### src/rtl/load_store_unit.sv
// Multi-cycle RV32I load/store unit: request from execute, byte-lane memory bus, extended load writeback.
// Optional macro LSU_MISALIGN_TRAP_EN: trap misaligned halfword/word accesses instead of truncating the address.
module load_store_unit #(
    parameter int ADDR_W = 32
) (
    input  logic              clk,
    input  logic              rst,
    input  logic              req_valid,
    output logic              req_ready,
    input  logic              req_we,
    input  logic [2:0]        req_funct3,
    input  logic [ADDR_W-1:0] req_addr,
    input  logic [31:0]       req_wdata,
    input  logic [4:0]        req_rd,
    output logic              mem_req,
    output logic              mem_we,
    output logic [ADDR_W-1:0] mem_addr,
    output logic [31:0]       mem_wdata,
    output logic [3:0]        mem_be,
    input  logic              mem_ack,
    input  logic [31:0]       mem_rdata,
    output logic              wb_valid,
    output logic              wb_we,
    output logic [4:0]        wb_rd,
    output logic [31:0]       wb_data,
    output logic              busy,
    output logic              err
);

    typedef enum logic [1:0] {IDLE, MEM, RESP} state_t;

    state_t            state_reg, state_next;
    logic              we_reg;
    logic [2:0]        funct3_reg;
    logic [ADDR_W-1:0] addr_reg;
    logic [31:0]       wdata_reg;
    logic [4:0]        rd_reg;
    logic [31:0]       result_reg;
    logic              skip_reg;
`ifdef LSU_MISALIGN_TRAP_EN
    logic              trap_reg;
`endif

    logic        accept;
    logic        req_legal;
    logic        req_misaligned;
    logic        trap_now;
    logic        go_mem;
    logic [1:0]  lane;
    logic [3:0]  be_calc;
    logic [31:0] wdata_calc;
    logic [7:0]  rd_byte;
    logic [15:0] rd_half;
    logic [31:0] load_ext;

    assign accept = req_valid && (state_reg == IDLE);

    always_comb begin
        req_legal = 1'b0;
        case (req_funct3)
            3'b000, 3'b001, 3'b010: req_legal = 1'b1;
            3'b100, 3'b101:         req_legal = !req_we;
            default:                req_legal = 1'b0;
        endcase
    end

    // funct3[1:0] encodes size for both signed and unsigned loads: 00 byte, 01 half, 10 word.
    assign req_misaligned = ((req_funct3[1:0] == 2'b01) && req_addr[0]) ||
                            ((req_funct3[1:0] == 2'b10) && (req_addr[1:0] != 2'b00));

`ifdef LSU_MISALIGN_TRAP_EN
    assign trap_now = req_legal && req_misaligned;
`else
    assign trap_now = 1'b0;
`endif
    assign go_mem = req_legal && !trap_now;

    // State register
    always_ff @(posedge clk or posedge rst) begin
        if (rst) state_reg <= IDLE;
        else     state_reg <= state_next;
    end

    // Next-state logic
    always_comb begin
        state_next = state_reg;
        case (state_reg)
            IDLE:    if (accept) state_next = go_mem ? MEM : RESP;
            MEM:     if (mem_ack) state_next = RESP;
            RESP:    state_next = IDLE;
            default: state_next = IDLE;
        endcase
    end

    // Request latch and load-result capture
    always_ff @(posedge clk or posedge rst) begin
        if (rst) begin
            we_reg     <= 1'b0;
            funct3_reg <= 3'b000;
            addr_reg   <= '0;
            wdata_reg  <= 32'd0;
            rd_reg     <= 5'd0;
            result_reg <= 32'd0;
            skip_reg   <= 1'b0;
`ifdef LSU_MISALIGN_TRAP_EN
            trap_reg   <= 1'b0;
`endif
        end else if (accept) begin
            we_reg     <= req_we;
            funct3_reg <= req_funct3;
            addr_reg   <= req_addr;
            wdata_reg  <= req_wdata;
            rd_reg     <= req_rd;
            result_reg <= 32'd0;
            skip_reg   <= !go_mem;
`ifdef LSU_MISALIGN_TRAP_EN
            trap_reg   <= trap_now;
`endif
        end else if ((state_reg == MEM) && mem_ack) begin
            result_reg <= we_reg ? 32'd0 : load_ext;
        end
    end

    assign lane    = addr_reg[1:0];
    assign rd_byte = mem_rdata[{lane, 3'b000} +: 8];
    assign rd_half = mem_rdata[{lane[1], 4'b0000} +: 16];

    always_comb begin
        be_calc    = 4'b1111;
        wdata_calc = wdata_reg;
        case (funct3_reg[1:0])
            2'b00: begin
                be_calc    = 4'b0001 << lane;
                wdata_calc = {4{wdata_reg[7:0]}};
            end
            2'b01: begin
                be_calc    = 4'b0011 << {lane[1], 1'b0};
                wdata_calc = {2{wdata_reg[15:0]}};
            end
            default: begin
                be_calc    = 4'b1111;
                wdata_calc = wdata_reg;
            end
        endcase
    end

    always_comb begin
        load_ext = mem_rdata;
        case (funct3_reg)
            3'b000:  load_ext = {{24{rd_byte[7]}}, rd_byte};
            3'b001:  load_ext = {{16{rd_half[15]}}, rd_half};
            3'b100:  load_ext = {24'd0, rd_byte};
            3'b101:  load_ext = {16'd0, rd_half};
            default: load_ext = mem_rdata;
        endcase
    end

    // Output logic: everything is zero outside the state that owns it.
    always_comb begin
        req_ready = (state_reg == IDLE);
        busy      = (state_reg != IDLE);
        mem_req   = 1'b0;
        mem_we    = 1'b0;
        mem_addr  = '0;
        mem_wdata = 32'd0;
        mem_be    = 4'b0000;
        wb_valid  = 1'b0;
        wb_we     = 1'b0;
        wb_rd     = 5'd0;
        wb_data   = 32'd0;
        err       = 1'b0;
        case (state_reg)
            MEM: begin
                mem_req   = 1'b1;
                mem_we    = we_reg;
                mem_addr  = {addr_reg[ADDR_W-1:2], 2'b00};
                mem_wdata = we_reg ? wdata_calc : 32'd0;
                mem_be    = be_calc;
            end
            RESP: begin
                wb_valid = 1'b1;
                wb_we    = !we_reg && !skip_reg && (rd_reg != 5'd0);
                wb_rd    = rd_reg;
                wb_data  = result_reg;
`ifdef LSU_MISALIGN_TRAP_EN
                err      = trap_reg;
`endif
            end
            default: ;
        endcase
    end

endmodule
### config.mk
export PLATFORM = sky130hd
export DESIGN_NAME = load_store_unit
export DESIGN_NICKNAME = d
export VERILOG_FILES = /design/src/rtl/load_store_unit.sv
export SDC_FILE = /design/constraint.sdc
export NUM_CORES = 1
export LEC_CHECK = 0
export CELL_PAD_IN_SITES_DETAIL_PLACEMENT = 0
export CELL_PAD_IN_SITES_GLOBAL_PLACEMENT = 1
export CORE_MARGIN = 2
export CORE_UTILIZATION = 36
export DETAILED_ROUTE_END_ITERATION = 8
export PLACE_DENSITY_LB_ADDON = 0.1
export REMOVE_ABC_BUFFERS = 1
export SETUP_SLACK_MARGIN = 0.5
export SYNTH_ARGS = -nofsm -noshare
export SYNTH_HDL_FRONTEND = slang
export SYNTH_SLANG_ARGS = --single-unit
### constraint.sdc
create_clock -name clk -period 5.5 [get_ports clk]
set_input_delay 0.825 -clock clk [delete_from_list [all_inputs] [get_ports clk]]
set_output_delay 0.825 -clock clk [all_outputs]
set_load 0.05 [all_outputs]
==> run summary <==
Core ar. - 15300 um^2
Worst hold path class - reg2reg
Clock Sinks - 108
Max Cap Viol - 0
Number of inserted diodes - 0
Total track usage - 19.6%
Initial DRC count - 251
Yosys Warn Count - 0
Commonest non-fill, non-tap cells in the layout - clkdlybuf4s50_1 (217), dfrtp_1 (107), mux2_2 (71)
I/O pin count - 221
Cells after Synth - 506
RSZ-0062 raised after global routing - false
Setup CP Type - reg2out
Critical-path top delay cell - clkdlybuf4s50_1
Nets - 807
Final hold viol count - 0
Startpoint types - flip-flop
Vias in the first global route - 4857
Worst-Margin Slew - 1.23 ns
CP delay by family, top - buffers and inverters
Async SR Flop Fraction - 100%
Share of cells above drive strength 1 - 15.4%
Final routed DRC violation total - 0
Minimum hold slack - 0.490 ns
Fmax - 235 MHz
Crit path required time - 4.68 ns
Buf/Inv on CP - 2
WL/cell - 17.9 um
Most used DFF post-synth - dfrtp_1
WP depth - 5
Combinational share of power - 42.4%
R2r endpoint - result_reg[28]
Cts bufs inserted - 9
DP HPWL - 11300 um
Tmin final - 4.25 ns
Internal - 1.95 mW
Reg-to-Reg Start - state_reg[1]
Sequential share of power - 37.9%
First-pass GRT wire length - 25400 um
Clock Path Buffers - 2
PwrDens - 394 nW/um^2
Crit path max fanout - 42
Sequential share of the synthesized area - 48.0%
Leakage - 3.35 nW
Chip height - 129 um
Final setup vio count - 0
DR vias - 4652
Outcome - finished, final reports clean
Relative max-transition margin - 17.9%
RePlAce Congestion - 0.804
Rows - 45
CTS Hold Buffers Added - 0
R2r setup slk - 2.73 ns
Top-area cell type share of the netlist area - 48.0%
Die area - 16700 um^2
Setup crit end - mem_wdata[13]
Seq cells post-synth - 108
Syn Std Cell Area - 5630 um^2
Area grow syn2layout - 44.7%
First-pass iteration count of the detailed router - 5
Sw Share - 39.3%
Worst EP arrival - 3.42 ns
Setup tns final - 0 ns
Worst Slack Setup Final - 1.25 ns
Worst IR Drop VDD - 0.000220 V
CTS resizes - 0
Yosys cell types - 45
Worst-skew pair later-pin latency - 0.35 ns
CTS tree - built
Number of buffers inserted by port buffering - 217
Max Clock Skew - 0.00602 ns
Initial antenna violation count - 0
Final Max Tran Viols - 0
EDFF count, synth - 0
CP peak stage delay - 0.84 ns
H-tree Lvls - 3
Post-synthesis average cell area - 11.1 um^2
Worst-path cell chain - nand2b_2 -> inv_2 -> nand2_1 -> a21oi_1 -> clkdlybuf4s50_1
Vias per inst - 5.10
Tcrit/Tclk final - 77.2%
Switching pwr - 1.26 mW
Worst R2R Path Depth - 5
Critical path launch point - state_reg[1]
DRT Wirelength - 16300 um
Initial Utilization - 36.9%
Leading cell type in the layout, fill and taps excluded - clkdlybuf4s50_1
Worst-path clk slew - 0.07 ns
Clock network fraction of design power - 19.7%
Grt ovf - 0
Synth top area cells - dfrtp_1 (48%), mux2_2 (14%), and2_1 (7.7%), mux2i_1 (4.4%), nor2_1 (2.7%)
Die width - 129 um
Detail Route Antenna Nets - 0
Hold_sp - result_reg[0]
Post-placement setup slack - 1.56 ns
Worst Setup End Kind - output pin
Largest net degree at the start of global routing - 75
Cell taking the most area after synthesis - dfrtp_1
CTS Root Cell - clkbuf_16
Setup Fix Bufs, Post-CTS - 0
[tightest hold or removal path: stages, from the launching register on]
cell and delay [ns]:
dfrtp_1 0.35, nand2_1 0.05, o31ai_1 0.05
[cell families after synthesis]
group,count (synthesis),share of synthesized area [%]
other,1,0.0666
muxes,99,19.4
buffers and inverters,49,4.80
DFF,108,48.0
and+or+nand+nor,159,15.4
AOI/OAI and AO/OA,90,12.4
[cells in the mapped netlist, drive strengths merged, types with 4 or more instances]
master and instances:
a21oi 21, a221o 16, a32o 8, a32oi 6, and2 69, and3 8, buf 23, clkbuf 20
dfrtp 108, inv 5, mux2 74, mux2i 25, nand2 22, nand2b 9, nor2 40, nor2b 4
o21ai 18, o221ai 7, o31ai 7
[metal layers]
layer  vias up  routed length [um]  GRT usage [%]  part of all wire, %
met3        17                1350           6.36                  8.3
met5         -                   0              0                    0
met1      2297                7000           25.4                   43
met2       174                7650           31.0                   47
met4         0                 278           7.16                  1.7
li1       2164                   -              -                    -
[worst min-delay path by stage]
stage          cells past startpoint             to  slack (ns)
5_1_grt                            1  result_reg[8]        0.52
3_5_place_dp                       2  result_reg[2]        0.48
2_1_floorplan                      2  result_reg[0]        0.44
4_1_cts                            2  result_reg[0]        0.49
3_3_place_gp                       2  result_reg[0]        0.46
6_report                           2  result_reg[0]        0.49
[final cells by class]
class / instances / area, um^2
clock inverter: 3 / 40.0
tap: 211 / 264
multi-input combinational: 351 / 2680
inverter: 6 / 25.0
fill: 1371 / 7110
timing repair buffer: 222 / 2210
sequential: 108 / 2700
clock buffer: 11 / 233
[metrics by stage]
stage	total power, mW	util (%)	std cells	instance area [um^2]
after detailed placement	2.60	51.6	898	7880
after global placement	2.57	51.6	898	7880
after CTS	3.25	53.4	912	8150
after floorplan	2.11	-	465	5390
final	3.21	53.4	912	8150
after global routing	3.40	53.4	912	8150
[power by group through the flow]
stage / Combinational [mW] / Clock, mW / Sequential (mW)
finish: 1.36 / 0.632 / 1.22
global route: 1.46 / 0.678 / 1.26
CTS: 1.38 / 0.652 / 1.22
global placement: 1.36 / 0 / 1.22
floorplan: 0.935 / 0 / 1.17
detailed placement: 1.37 / 0 / 1.23
Power figures use the tool's default switching activity.
